## src/rtl/seg7_pkg.sv

```systemverilog
// Shared constants and types for the seven-segment scan controller.
// Segment codes are stored active-low; polarity is applied at the output stage.
package seg7_pkg;

    localparam logic [6:0] SEG_OFF_AL = 7'b1111111;

    // Index = hex nibble, bit 6 = segment a ... bit 0 = segment g
    localparam logic [6:0] SEG_CODE_AL [16] = '{
        7'b0000001, 7'b1001111, 7'b0010010, 7'b0000110,
        7'b1001100, 7'b0100100, 7'b0100000, 7'b0001111,
        7'b0000000, 7'b0001100, 7'b0001000, 7'b1100000,
        7'b1110010, 7'b1000010, 7'b0110000, 7'b0111000
    };

    typedef enum logic {
        PH_BLANK = 1'b0,
        PH_ON    = 1'b1
    } phase_t;

endpackage

```

## src/rtl/seg7_hex_decode.sv

```systemverilog
// Combinational hex nibble to active-low seven-segment code.
module seg7_hex_decode
    import seg7_pkg::*;
(
    input  logic [3:0] nibble,
    output logic [6:0] seg_al
);

    assign seg_al = SEG_CODE_AL[nibble];

endmodule

```

## src/rtl/seg7_scan_ctrl.sv

```systemverilog
// Time-multiplexed seven-segment scanner with per-slot blanking, PWM brightness,
// leading-zero suppression and frame-coherent input snapshots.
module seg7_scan_ctrl
    import seg7_pkg::*;
#(
    parameter int NUM_DIGITS     = 8,
    parameter int DIGIT_CYCLES   = 1024,
    parameter int BLANK_CYCLES   = 16,
    parameter bit SEG_ACTIVE_LOW = 1'b1,
    parameter bit EN_ACTIVE_LOW  = 1'b1
) (
    input  logic                    clk,
    input  logic                    rst_n,
    input  logic [4*NUM_DIGITS-1:0] in_data,
    input  logic [NUM_DIGITS-1:0]   dp_in,
    input  logic                    lz_blank,
    input  logic [3:0]              brightness,
    output logic [6:0]              display_data,
    output logic                    display_dp,
    output logic [NUM_DIGITS-1:0]   display_en,
    output logic                    frame_start
);

    localparam int CNT_W = $clog2(DIGIT_CYCLES);
    localparam int IDX_W = (NUM_DIGITS > 1) ? $clog2(NUM_DIGITS) : 1;
    localparam logic [CNT_W-1:0] CNT_LAST  = CNT_W'(DIGIT_CYCLES - 1);
    localparam logic [CNT_W-1:0] CNT_BLANK = CNT_W'(BLANK_CYCLES);
    localparam logic [IDX_W-1:0] IDX_LAST  = IDX_W'(NUM_DIGITS - 1);
    localparam logic [6:0] SEG_OFF_LVL = SEG_ACTIVE_LOW ? SEG_OFF_AL : ~SEG_OFF_AL;
    localparam logic [NUM_DIGITS-1:0] EN_OFF_LVL = {NUM_DIGITS{EN_ACTIVE_LOW}};

    logic [CNT_W-1:0]        cnt_r;
    logic [IDX_W-1:0]        idx_r;
    logic [4*NUM_DIGITS-1:0] data_snap_r;
    logic [NUM_DIGITS-1:0]   dp_snap_r;
    logic [NUM_DIGITS-1:0]   mask_r;
    logic [3:0]              bright_r;

    logic                    frame_edge_s;
    logic [NUM_DIGITS-1:0]   lz_mask_s;
    phase_t                  phase_s;
    logic                    lit_s;
    logic [NUM_DIGITS-1:0]   en_onehot_s;
    logic [3:0]              nib_s;
    logic [6:0]              seg_al_s;

    assign frame_edge_s = (cnt_r == {CNT_W{1'b0}}) && (idx_r == {IDX_W{1'b0}});
    assign nib_s        = data_snap_r[{idx_r, 2'b00} +: 4];

    seg7_hex_decode u_dec (
        .nibble (nib_s),
        .seg_al (seg_al_s)
    );

    // Leading-zero mask: scan down from the top digit until a nonzero nibble
    always_comb begin : lz_mask_calc
        logic seen;
        seen      = 1'b0;
        lz_mask_s = {NUM_DIGITS{1'b1}};
        for (int i = NUM_DIGITS - 1; i > 0; i--) begin
            seen         = seen | (in_data[4*i +: 4] != 4'h0);
            lz_mask_s[i] = seen | ~lz_blank;
        end
    end

    // Slot phase and PWM gate for the digit currently being scanned
    always_comb begin
        if (cnt_r < CNT_BLANK) begin
            phase_s = PH_BLANK;
        end else begin
            phase_s = PH_ON;
        end
        lit_s              = (phase_s == PH_ON) && mask_r[idx_r] && (cnt_r[3:0] <= bright_r);
        en_onehot_s        = {NUM_DIGITS{1'b0}};
        en_onehot_s[idx_r] = lit_s;
    end

    // Slot counter and digit index
    always_ff @(posedge clk or negedge rst_n) begin
        if (!rst_n) begin
            cnt_r <= {CNT_W{1'b0}};
            idx_r <= {IDX_W{1'b0}};
        end else if (cnt_r == CNT_LAST) begin
            cnt_r <= {CNT_W{1'b0}};
            idx_r <= (idx_r == IDX_LAST) ? {IDX_W{1'b0}} : idx_r + IDX_W'(1);
        end else begin
            cnt_r <= cnt_r + CNT_W'(1);
        end
    end

    // Frame snapshot so a value never tears across digits
    always_ff @(posedge clk or negedge rst_n) begin
        if (!rst_n) begin
            data_snap_r <= {(4*NUM_DIGITS){1'b0}};
            dp_snap_r   <= {NUM_DIGITS{1'b0}};
            mask_r      <= {NUM_DIGITS{1'b0}};
            bright_r    <= 4'h0;
        end else if (frame_edge_s) begin
            data_snap_r <= in_data;
            dp_snap_r   <= dp_in;
            mask_r      <= lz_mask_s;
            bright_r    <= brightness;
        end else begin
            data_snap_r <= data_snap_r;
            dp_snap_r   <= dp_snap_r;
            mask_r      <= mask_r;
            bright_r    <= bright_r;
        end
    end

    // Output stage; segments park at the off level whenever no digit is lit
    always_ff @(posedge clk or negedge rst_n) begin
        if (!rst_n) begin
            display_en   <= EN_OFF_LVL;
            display_data <= SEG_OFF_LVL;
            display_dp   <= SEG_ACTIVE_LOW;
            frame_start  <= 1'b0;
        end else begin
            frame_start <= frame_edge_s;
            display_en  <= EN_ACTIVE_LOW ? ~en_onehot_s : en_onehot_s;
            if (lit_s) begin
                display_data <= SEG_ACTIVE_LOW ? seg_al_s : ~seg_al_s;
                display_dp   <= dp_snap_r[idx_r] ^ SEG_ACTIVE_LOW;
            end else begin
                display_data <= SEG_OFF_LVL;
                display_dp   <= SEG_ACTIVE_LOW;
            end
        end
    end

endmodule

```

## config.mk

```make
export PLATFORM = sky130hd
export DESIGN_NAME = seg7_scan_ctrl
export DESIGN_NICKNAME = d
export VERILOG_FILES = /design/src/rtl/seg7_pkg.sv /design/src/rtl/seg7_hex_decode.sv /design/src/rtl/seg7_scan_ctrl.sv
export SDC_FILE = /design/constraint.sdc
export NUM_CORES = 1
export LEC_CHECK = 0
export CORE_ASPECT_RATIO = 0.5
export CORE_MARGIN = 3
export CORE_UTILIZATION = 30
export DETAILED_ROUTE_END_ITERATION = 8
export PLACE_DENSITY = 0.58
export SYNTH_ARGS = -nofsm -noshare
export SYNTH_HDL_FRONTEND = slang
export SYNTH_SLANG_ARGS = --single-unit
```

## constraint.sdc

```tcl
create_clock -name clk -period 2.3 [get_ports clk]
set_clock_uncertainty 0.1 [all_clocks]
set_input_delay 0.46 -clock clk [delete_from_list [all_inputs] [get_ports clk]]
set_output_delay 0.46 -clock clk [all_outputs]
set_load 0.1 [all_outputs]
```

==> results.sh, run 1 <==
export IMPL_start_util=0.321
export IMPL_dp_slack_ns=-0.111
export IMPL_crit_family="compound AO/OA/AOI/OAI gates"
export IMPL_io_pins=64
export IMPL_min_path_type="flop to flop"
export IMPL_fin_nets=479
export IMPL_cp_buffers_inverters=1
export IMPL_rsz0062_at_grt="yes"
export IMPL_wl_per_cell_um=15.0
export IMPL_ff2ff_setup_slack_ns=0.07
export IMPL_seqPwrFrac=0.417
export IMPL_gr_total_overflow=0
export IMPL_numPortBuffers=63
export IMPL_hold_violations=0
export IMPL_power_frac_comb=0.107
export IMPL_ant_nets=0
export IMPL_clkSinkCount=82
export IMPL_met1_usage=0.185
export IMPL_insertion_delay_ns=0.33
export IMPL_status="complete, no violations"
export IMPL_fin_crit_ns=2.23
export IMPL_finalSetupViolCount=0
export IMPL_ys_warn_count=0
export IMPL_worstPathArrival_ns=2.39
export IMPL_p_sw_frac=0.225
export IMPL_met2_usage=0.187
export IMPL_cts_max_level=3
export IMPL_stdcell_area_sq_mm=0.00532
export IMPL_crit_path_start_kind="flop"
export IMPL_critPathMaxStageDelay_ns=0.47
export IMPL_synth_cells=331
export IMPL_synth_edff_count=0
export IMPL_syn_avg_cell_area_sq_um=12.0
export IMPL_path_clk_slew_ns=0.06
export IMPL_fp_dieH_um=87.2
export IMPL_ir_worst_vdd_mv=0.324
export IMPL_ys_seq_area_frac=0.524
export IMPL_tightest_slew_ns=0.610
export IMPL_syn_cell_area_sq_mm=0.00396
export IMPL_leakagePower_nw=2.27
export IMPL_fillers=1171
export IMPL_first_pass_iters=4
export IMPL_grt_usage=0.127
export IMPL_cts_buffer_depth=2
export IMPL_crit_chain="mux2_4, a22oi_2, nor2_1, a311o_1, inv_2, ha_4, or2_4, a21oi_2, o21ai_1"
export IMPL_grt_first_pass_wirelength_mm=14.8
export IMPL_grt_pass1_vias=2833
export IMPL_synth_distinct_cells=48
export IMPL_period_share=0.970
export IMPL_p_clk_frac=0.476
export IMPL_placed_area_sq_mm=0.00491
export IMPL_slew_viol_final=0
export IMPL_power_density_mw_per_mm2=691
export IMPL_die_width_um=168
export IMPL_dieArea_sq_mm=0.0147
export IMPL_gp_congestion=0.759
export IMPL_max_slew_margin=0.589
export IMPL_root_buffer="clkbuf_16"
export IMPL_ys_flop_type="dfrtp_1"
export IMPL_cts_tree="done"
export IMPL_mostFrequentLayoutCell="dfrtp_1"
export IMPL_yosys_register_bits=82
export IMPL_core_area_sq_mm=0.0123
export IMPL_timing_final_ws_setup_ns=0.0689
export IMPL_viasPerCell=4.67
export IMPL_wl_mm=8.80
export IMPL_fmax_mhz=448
export IMPL_grt_antenna_before_repair=0
export IMPL_top_usage_layer="met2"
export IMPL_crit_required_ns=2.45
export IMPL_endpoint_kind="flop"
export IMPL_crit_type="flop to flop"
export IMPL_grt_max_degree=63
export IMPL_p_int_w=0.00285
export IMPL_drc=0
export IMPL_met3_usage=0.0367
export IMPL_cts_buffers=9
export IMPL_synthArstFlopShare=1.00
export IMPL_syn_nets=394
export IMPL_num_vias=2738
export IMPL_layout_common_cells="dfrtp_1 (64), mux2_2 (47), clkdlybuf4s50_1 (45)"
export IMPL_dp_hpwl_mm=6.62
export IMPL_row_count=28
export IMPL_drt_iter0_drc=124
export IMPL_maxCapViolCount=0
export IMPL_cp_slowest_cell="dfrtp_2"
export IMPL_p_sw_w=0.000828
export IMPL_area_growth_pct=34.4
export IMPL_diodes=0
export IMPL_layout_drive_gt1_share=0.340
export IMPL_critPathMaxFanout=8
[registers in the layout (all words and copies together) (netlist names)]
register	count
display_en	8
display_dp	1
display_data	7
mask_r	8
bright_r	4
data_snap_r	32
cnt_r	10
dp_snap_r	8
idx_r	3
frame_start	1
[cell families (layout without fill, tap and decap cells)]
group,count (synthesis),after routing,share of synthesized area
AO/OA/AOI/OAI,45,45,0.0762
adder cells (fa/ha/maj),16,16,0.0506
XOR/XNOR,7,7,0.0155
multiplexers,62,62,0.191
flip-flops,82,82,0.524
buffers and inverters,36,126,0.0433
AND/OR/NAND/NOR,83,83,0.0999
[metal layers]
metal / share of wire / up-vias
li1: - / 1348
met1: 0.53 / 1335
met2: 0.42 / 45
met3: 0.040 / 10
met4: 0.0094 / 0
met5: 0 / -
[cell usage after synthesis, types with 2 or more instances]
cell type / n / area, sq um
a211oi_1: 4 / 30.0
a21oi_1: 8 / 40.0
a31oi_1: 2 / 12.5
and3_1: 3 / 18.8
buf_2: 11 / 55.1
clkbuf_1: 5 / 18.8
dfrtp_1: 66 / 1650
dfstp_2: 16 / 420
ha_1: 16 / 200
inv_1: 15 / 56.3
mux2_2: 47 / 529
mux2_4: 2 / 30.0
mux2i_1: 9 / 90.1
mux4_1: 4 / 105
nand2_1: 24 / 90.1
nand2b_1: 2 / 12.5
nand3_1: 11 / 55.1
nand4_1: 5 / 31.3
nor2_1: 21 / 78.8
nor2b_1: 3 / 18.8
nor3_1: 3 / 15.0
nor4_1: 6 / 37.5
o21ai_0: 11 / 55.1
o21ai_1: 2 / 10.0
o221ai_1: 3 / 26.3
o22a_1: 2 / 17.5
o22ai_1: 3 / 18.8
or4_1: 2 / 15.0
xnor2_1: 3 / 26.3
xor2_1: 4 / 35.0
[path summary, 6_finish.rpt]
path | start | end | cells past startpoint
max in group asynchronous | rst_n | display_en[5]$_DFF_PN1_ | 3
max reg2reg | idx_r[0]$_DFFE_PN0N_ | display_data[3]$_DFF_PN1_ | 9
min | mask_r[0]$_DFFE_PN0P_ | mask_r[0]$_DFFE_PN0P_ | 1
min in group asynchronous | rst_n | data_snap_r[17]$_DFFE_PN0P_ | 2
max | idx_r[0]$_DFFE_PN0N_ | display_data[3]$_DFF_PN1_ | 9
min reg2reg | mask_r[0]$_DFFE_PN0P_ | mask_r[0]$_DFFE_PN0P_ | 1
[metrics by stage]
| step | power [W] | TNS (ns) | util | std cells | hold slack [ns] |
|---|---|---|---|---|---|
| 2_1_floorplan | 0.00177 | -0.0635 | - | 331 | 0.0644 |
| 3_3_place_gp | 0.00195 | 0 | 0.399 | 569 | 0.264 |
| 3_5_place_dp | 0.00195 | -0.164 | 0.399 | 569 | 0.265 |
| 4_1_cts | 0.00372 | 0 | 0.429 | 586 | 0.376 |
| 5_1_grt | 0.00382 | -0.0958 | 0.431 | 586 | 0.396 |
| 6_report | 0.00368 | 0 | 0.431 | 586 | 0.375 |
[power by group through the flow]
stage	clock network (W)	registers (W)	logic (W)
floorplan	0	0.00166	0.000110
global placement	0	0.00156	0.000393
detailed placement	0	0.00156	0.000394
CTS	0.00179	0.00153	0.000397
global route	0.00186	0.00154	0.000425
finish	0.00175	0.00153	0.000393
[area by class of cell]
class	count	area, sq um	share of cell area
Sequential cell	82	2070	0.390
Inverter	17	63.8	0.0120
Clock inverter	7	141	0.0266
Multi-Input combinational cell	213	1760	0.331
Timing Repair Buffer	93	846	0.159
Clock buffer	9	225	0.0423
Tap cell	165	206	0.0388
[timing repair]
action / CTS / global route
endpoints found under the setup margin: 0 / 43
gates resized for setup: 0 / 8
hold endpoints to repair: 20 / 0
buffers inserted: 0 / 0
hold buffers: 1 / 0
No activity file was read; power rests on OpenSTA's default activity.
==> run 2, diff against run 1 <==
--- a/config.mk
+++ b/config.mk
@@ -6,7 +6,7 @@
 export NUM_CORES = 1
 export LEC_CHECK = 0
 export CORE_ASPECT_RATIO = 0.5
-export CORE_MARGIN = 3
+export CORE_MARGIN = 2
 export CORE_UTILIZATION = 30
 export DETAILED_ROUTE_END_ITERATION = 8
 export PLACE_DENSITY = 0.58
==> results.sh, run 2 (synthesis results as in run 1) <==
export IMPL_rsz0062_at_grt="yes"
export IMPL_grt_pass1_vias=2878
export IMPL_finalSetupTns_ns=0
export IMPL_max_slew_margin=0.628
export IMPL_area_growth_pct=34.2
export IMPL_clkSinkCount=82
export IMPL_die_width_um=166
export IMPL_top_usage_layer="met2"
export IMPL_crit_type="flop to flop"
export IMPL_cts_buffer_depth=2
export IMPL_tightest_slew_ns=0.553
export IMPL_finalSetupViolCount=0
export IMPL_fmax_mhz=446
export IMPL_grt_usage=0.134
export IMPL_r2r_end="display_data[3]$_DFF_PN1_"
export IMPL_layout_common_cells="dfrtp_1 (65), buf_4 (56), mux2_2 (47)"
export IMPL_dieArea_sq_mm=0.0142
export IMPL_row_count=29
export IMPL_viasPerCell=4.59
export IMPL_gp_congestion=0.801
export IMPL_first_pass_iters=4
export IMPL_power_w=0.00342
export IMPL_stdcell_area_sq_mm=0.00531
export IMPL_crit_path_start_kind="flop"
export IMPL_status="complete, no violations"
export IMPL_crit_required_ns=2.46
export IMPL_mostFrequentLayoutCell="dfrtp_1"
export IMPL_hold_violations=0
export IMPL_cts_buffers=9
export IMPL_root_buffer="clkbuf_16"
export IMPL_min_path_type="primary input to async pin"
export IMPL_start_util=0.310
export IMPL_grt_max_degree=43
export IMPL_reg2reg_from="idx_r[0]$_DFFE_PN0N_"
export IMPL_critPathMaxFanout=8
export IMPL_fp_dieH_um=85.2
export IMPL_ant_nets=0
export IMPL_period_share=0.974
export IMPL_insertion_delay_ns=0.33
export IMPL_fin_nets=489
export IMPL_met2_usage=0.207
export IMPL_num_vias=2755
export IMPL_drc=0
export IMPL_diodes=0
export IMPL_wl_mm=8.74
export IMPL_fin_crit_ns=2.24
export IMPL_met1_usage=0.181
export IMPL_worstPathArrival_ns=2.40
export IMPL_largest_register="data_snap_r"
export IMPL_core_area_sq_mm=0.0128
export IMPL_endpoint_kind="flop"
export IMPL_utilization=0.416
export IMPL_finalNonFillerCells=600
export IMPL_reg_top3="data_snap_r: 32 flops, cnt_r: 10 flops"
export IMPL_leakagePower_nw=2.29
export IMPL_drt_iter0_drc=120
export IMPL_gr_total_overflow=0
export IMPL_path_clk_slew_ns=0.06
export IMPL_io_pins=64
export IMPL_dp_cells=582
export IMPL_ir_worst_vdd_mv=0.368
export IMPL_power_density_mw_per_mm2=644
export IMPL_cts_tree="done"
export IMPL_grt_antenna_before_repair=0
export IMPL_maxCapViolCount=0
export IMPL_cts_max_level=3
export IMPL_met3_usage=0.0373
export IMPL_numPortBuffers=63
export IMPL_layout_drive_gt1_share=0.340
export IMPL_ff2ff_setup_slack_ns=0.06
export IMPL_rr_worst_depth=9
export IMPL_wl_per_cell_um=14.6
export IMPL_dp_hpwl_mm=6.76
export IMPL_placed_area_sq_mm=0.00498
export IMPL_grt_first_pass_wirelength_mm=14.6
export IMPL_slew_viol_final=0
export IMPL_largest_register_ffs=32
## run 2: critical path, cell delays in order, from the launching register on
cell	delay [ns]
dfrtp_2	0.46
mux2_4	0.31
a22oi_2	0.11
nor2_1	0.05
a311o_1	0.39
inv_2	0.10
ha_4	0.21
or2_4	0.25
a21oi_2	0.10
o21ai_1	0.07
## run 2: final cells by class
| class | count | area, sq um |
|---|---|---|
| fillers | 1221 | 7460 |
| flip-flops and latches | 82 | 2070 |
| multi-input cells | 213 | 1750 |
| repair buffers | 103 | 911 |
| clock buffers | 12 | 236 |
| well taps | 170 | 213 |
| clock inverters | 3 | 65.1 |
| inverters | 17 | 63.8 |
## run 2: metrics by stage
| stage | hold WS [ns] | worst slack [ns] |
|---|---|---|
| after detailed placement | 0.359 | -0.0266 |
| final | 0.0174 | 0.0594 |
| after CTS | 0.0345 | 0.0351 |
| after global routing | 0.0627 | -0.0294 |
| after floorplan | 0.0644 | -0.0635 |
| after global placement | 0.350 | 0.000234 |
## run 2: worst max path at each step
stage,end,start
global placement,mask_r[1]$_DFFE_PN0P_,in_data[17]
finish,display_data[3]$_DFF_PN1_,idx_r[0]$_DFFE_PN0N_
global route,display_data[3]$_DFF_PN1_,idx_r[0]$_DFFE_PN0N_
floorplan,display_data[3]$_DFF_PN1_,idx_r[0]$_DFFE_PN0N_
CTS,display_data[3]$_DFF_PN1_,idx_r[1]$_DFFE_PN0N_
detailed placement,mask_r[1]$_DFFE_PN0P_,in_data[17]
## run 2: power by group
part           leakage [nW]  internal (W)  switching, W  total (W)
clock network         0.147      0.000944      0.000543    0.00149
logic                  1.21      0.000178      0.000224   0.000402
registers             0.930       0.00151     0.0000251    0.00153
total                  2.29       0.00263      0.000792    0.00342
## run 2: repair_timing
item | CTS | global route
hold buffers | 0 | 0
gates resized for setup | 1 | 1
pin swaps | 0 | 2
endpoints found under the setup margin | 1 | 49
gates cloned | 0 | 0
buffers inserted | 0 | 3
## run 2: per-layer routing
metal,wire length (um),share of wire
met2,3890,0.45
met5,0,0
met4,128,0.015
met3,387,0.044
met1,4330,0.50
==> run 3, diff against run 2 <==
--- a/config.mk
+++ b/config.mk
@@ -7,9 +7,10 @@
 export LEC_CHECK = 0
 export CORE_ASPECT_RATIO = 0.5
 export CORE_MARGIN = 2
-export CORE_UTILIZATION = 30
+export CORE_UTILIZATION = 53
 export DETAILED_ROUTE_END_ITERATION = 8
-export PLACE_DENSITY = 0.58
+export PLACE_DENSITY = 0.85
+export SLEW_MARGIN = 20
 export SYNTH_ARGS = -nofsm -noshare
 export SYNTH_HDL_FRONTEND = slang
 export SYNTH_SLANG_ARGS = --single-unit
==> constraint.sdc (replaced) <==
create_clock -name clk -period 2.22 [get_ports clk]
set_clock_uncertainty 0.1 [all_clocks]
set_input_delay 0.444 -clock clk [delete_from_list [all_inputs] [get_ports clk]]
set_output_delay 0.444 -clock clk [all_outputs]
set_load 0.1 [all_outputs]
==> results.sh, run 3 (synthesis results as in run 1) <==
export IMPL_status="finished, violations left"
export IMPL_violations="negative hold slack, negative setup slack"
export IMPL_layout_common_cells="dfrtp_1 (65), mux2_2 (46), clkdlybuf4s50_1 (45)"
export IMPL_cts_max_level=3
export IMPL_ir_worst_vdd_mv=0.371
export IMPL_crit_path_start_kind="flop"
export IMPL_grt_pass1_vias=3059
export IMPL_grt_first_pass_wirelength_mm=14.7
export IMPL_start_util=0.544
export IMPL_cts_buffers=9
export IMPL_timing_final_ws_setup_ns=-0.103
export IMPL_reg_top3="data_snap_r: 32 flops, cnt_r: 10 flops"
export IMPL_dieArea_sq_mm=0.00821
export IMPL_fin_nets=488
export IMPL_fin_crit_ns=2.32
export IMPL_largest_register_ffs=32
export IMPL_hold_buffers=0
export IMPL_placed_area_sq_mm=0.00502
export IMPL_clkSinkCount=82
export IMPL_cts_tree="done"
export IMPL_gp_congestion=0.862
export IMPL_path_clk_slew_ns=0.06
export IMPL_cp_slowest_cell="dfrtp_2"
export IMPL_finalSetupViolCount=1
export IMPL_wl_per_cell_um=17.3
export IMPL_wl_met1_mm=3.85
export IMPL_fillers=474
export IMPL_crit_type="flop to flop"
export IMPL_numPortBuffers=63
export IMPL_mostFrequentLayoutCell="dfrtp_1"
export IMPL_endpoint_kind="flop"
export IMPL_ff2ff_setup_slack_ns=-0.10
export IMPL_top_layer_used="met4"
export IMPL_hold_violations=18
export IMPL_first_pass_iters=6
export IMPL_insertion_delay_ns=0.34
export IMPL_diodes=0
export IMPL_die_width_um=126
export IMPL_area_growth_pct=37.1
export IMPL_maxCapViolCount=0
export IMPL_row_count=22
export IMPL_grt_usage=0.233
export IMPL_cts_buffer_depth=2
export IMPL_fp_dieH_um=65.1
export IMPL_layout_drive_gt1_share=0.365
export IMPL_grt_max_degree=41
export IMPL_min_path_type="primary input to async pin"
export IMPL_tightest_slew_ns=0.526
export IMPL_hold_ws_ns=-0.0114
export IMPL_dp_hpwl_mm=6.64
export IMPL_crit_chain="mux2_4, a22oi_2, nor2_1, a311o_1, inv_2, ha_4, or2_4, a21oi_4, o21ai_2"
export IMPL_max_slew_margin=0.650
export IMPL_stdcell_area_sq_mm=0.00542
export IMPL_ant_nets=0
export IMPL_grt_antenna_before_repair=0
export IMPL_num_vias=2935
export IMPL_finalSetupTns_ns=-0.103
export IMPL_io_pins=64
export IMPL_largest_register="data_snap_r"
export IMPL_wl_mm=9.10
export IMPL_critPathMaxStageDelay_ns=0.45
export IMPL_slew_viol_final=0
export IMPL_gr_total_overflow=0
export IMPL_routed_wl_met2_mm=4.59
export IMPL_dp_slack_ns=-0.157
export IMPL_fmax_mhz=430
export IMPL_viasPerCell=5.58
export IMPL_leakagePower_nw=2.35
export IMPL_drt_iter0_drc=165
export IMPL_drc=0
export IMPL_power_density_mw_per_mm2=665
export IMPL_crit_required_ns=2.37
export IMPL_worstPathArrival_ns=2.48
export IMPL_critPathMaxFanout=5
export IMPL_wl_met3_um=492
export IMPL_period_share=1.05
export IMPL_core_area_sq_mm=0.00727
export IMPL_root_buffer="clkbuf_16"
export IMPL_rsz0062_at_grt="yes"
-- run 3: changes by cell type in the layout (fill, tap and decap cells not counted), moves of 2 or more --
cell,previous run,this run
mux2i_1,9,7
mux2i_2,0,2
ha_2,0,2
ha_1,15,12
buf_12,2,13
buf_4,56,39
buf_6,0,5
-- run 3: where the power goes --
part           internal, W  switching (W)  leakage [nW]
Sequential         0.00156      0.0000331         0.930
Combinational     0.000225       0.000239          1.27
Clock             0.000985       0.000561         0.148
Total              0.00277       0.000834          2.35
-- run 3: through the flow --
stage | total power [W] | std cells | util | hold slack (ns)
3_5_place_dp | 0.00207 | 507 | 0.691 | 0.359
4_1_cts | 0.00361 | 524 | 0.736 | 0.00468
3_3_place_gp | 0.00206 | 507 | 0.691 | 0.353
5_1_grt | 0.00373 | 526 | 0.746 | 0.0335
2_1_floorplan | 0.00183 | 331 | - | 0.0484
6_report | 0.00361 | 526 | 0.746 | -0.0114
-- run 3: cell type report --
type	instances	area [sq um]	share of cell area
Inverter	17	63.8	0.0118
Clock buffer	13	240	0.0443
Multi-Input combinational cell	213	1800	0.332
Tap cell	96	120	0.0221
Timing Repair Buffer	102	1060	0.195
Sequential cell	82	2070	0.382
Clock inverter	3	65.1	0.0120
-- run 3: worst paths after layout --
path / from / endpoint / depth (start not counted)
worst max-delay path: idx_r[0]$_DFFE_PN0N_ / display_data[3]$_DFF_PN1_ / 9
worst min-delay path: rst_n / data_snap_r[22]$_DFFE_PN0P_ / 1
worst max register to register: idx_r[0]$_DFFE_PN0N_ / display_data[3]$_DFF_PN1_ / 9
worst min register to register: mask_r[0]$_DFFE_PN0P_ / mask_r[0]$_DFFE_PN0P_ / 1
max in group asynchronous: rst_n / display_data[2]$_DFF_PN1_ / 2
min in group clk: mask_r[0]$_DFFE_PN0P_ / mask_r[0]$_DFFE_PN0P_ / 1
-- run 3: what timing repair did --
item	CTS	global route
setup buffers	1	2
setup endpoints to repair	7	50
pin swaps	1	8
gates cloned	0	0
gates resized for setup	8	15
-- run 3: routing by layer --
metal,up-vias,track usage
met2,102,0.410
met4,0,0.0810
met1,1447,0.287
met5,-,0
li1,1368,-
met3,18,0.0562
-- run 3: critical path: cells and delay by family, from the launching register on --
family	cells	cell delay [ns]
AO/OA/AOI/OAI	4	0.75
flip-flops	1	0.45
multiplexers	1	0.31
AND/OR/NAND/NOR	2	0.30
adder cells (fa/ha/maj)	1	0.21
buffers and inverters	1	0.11
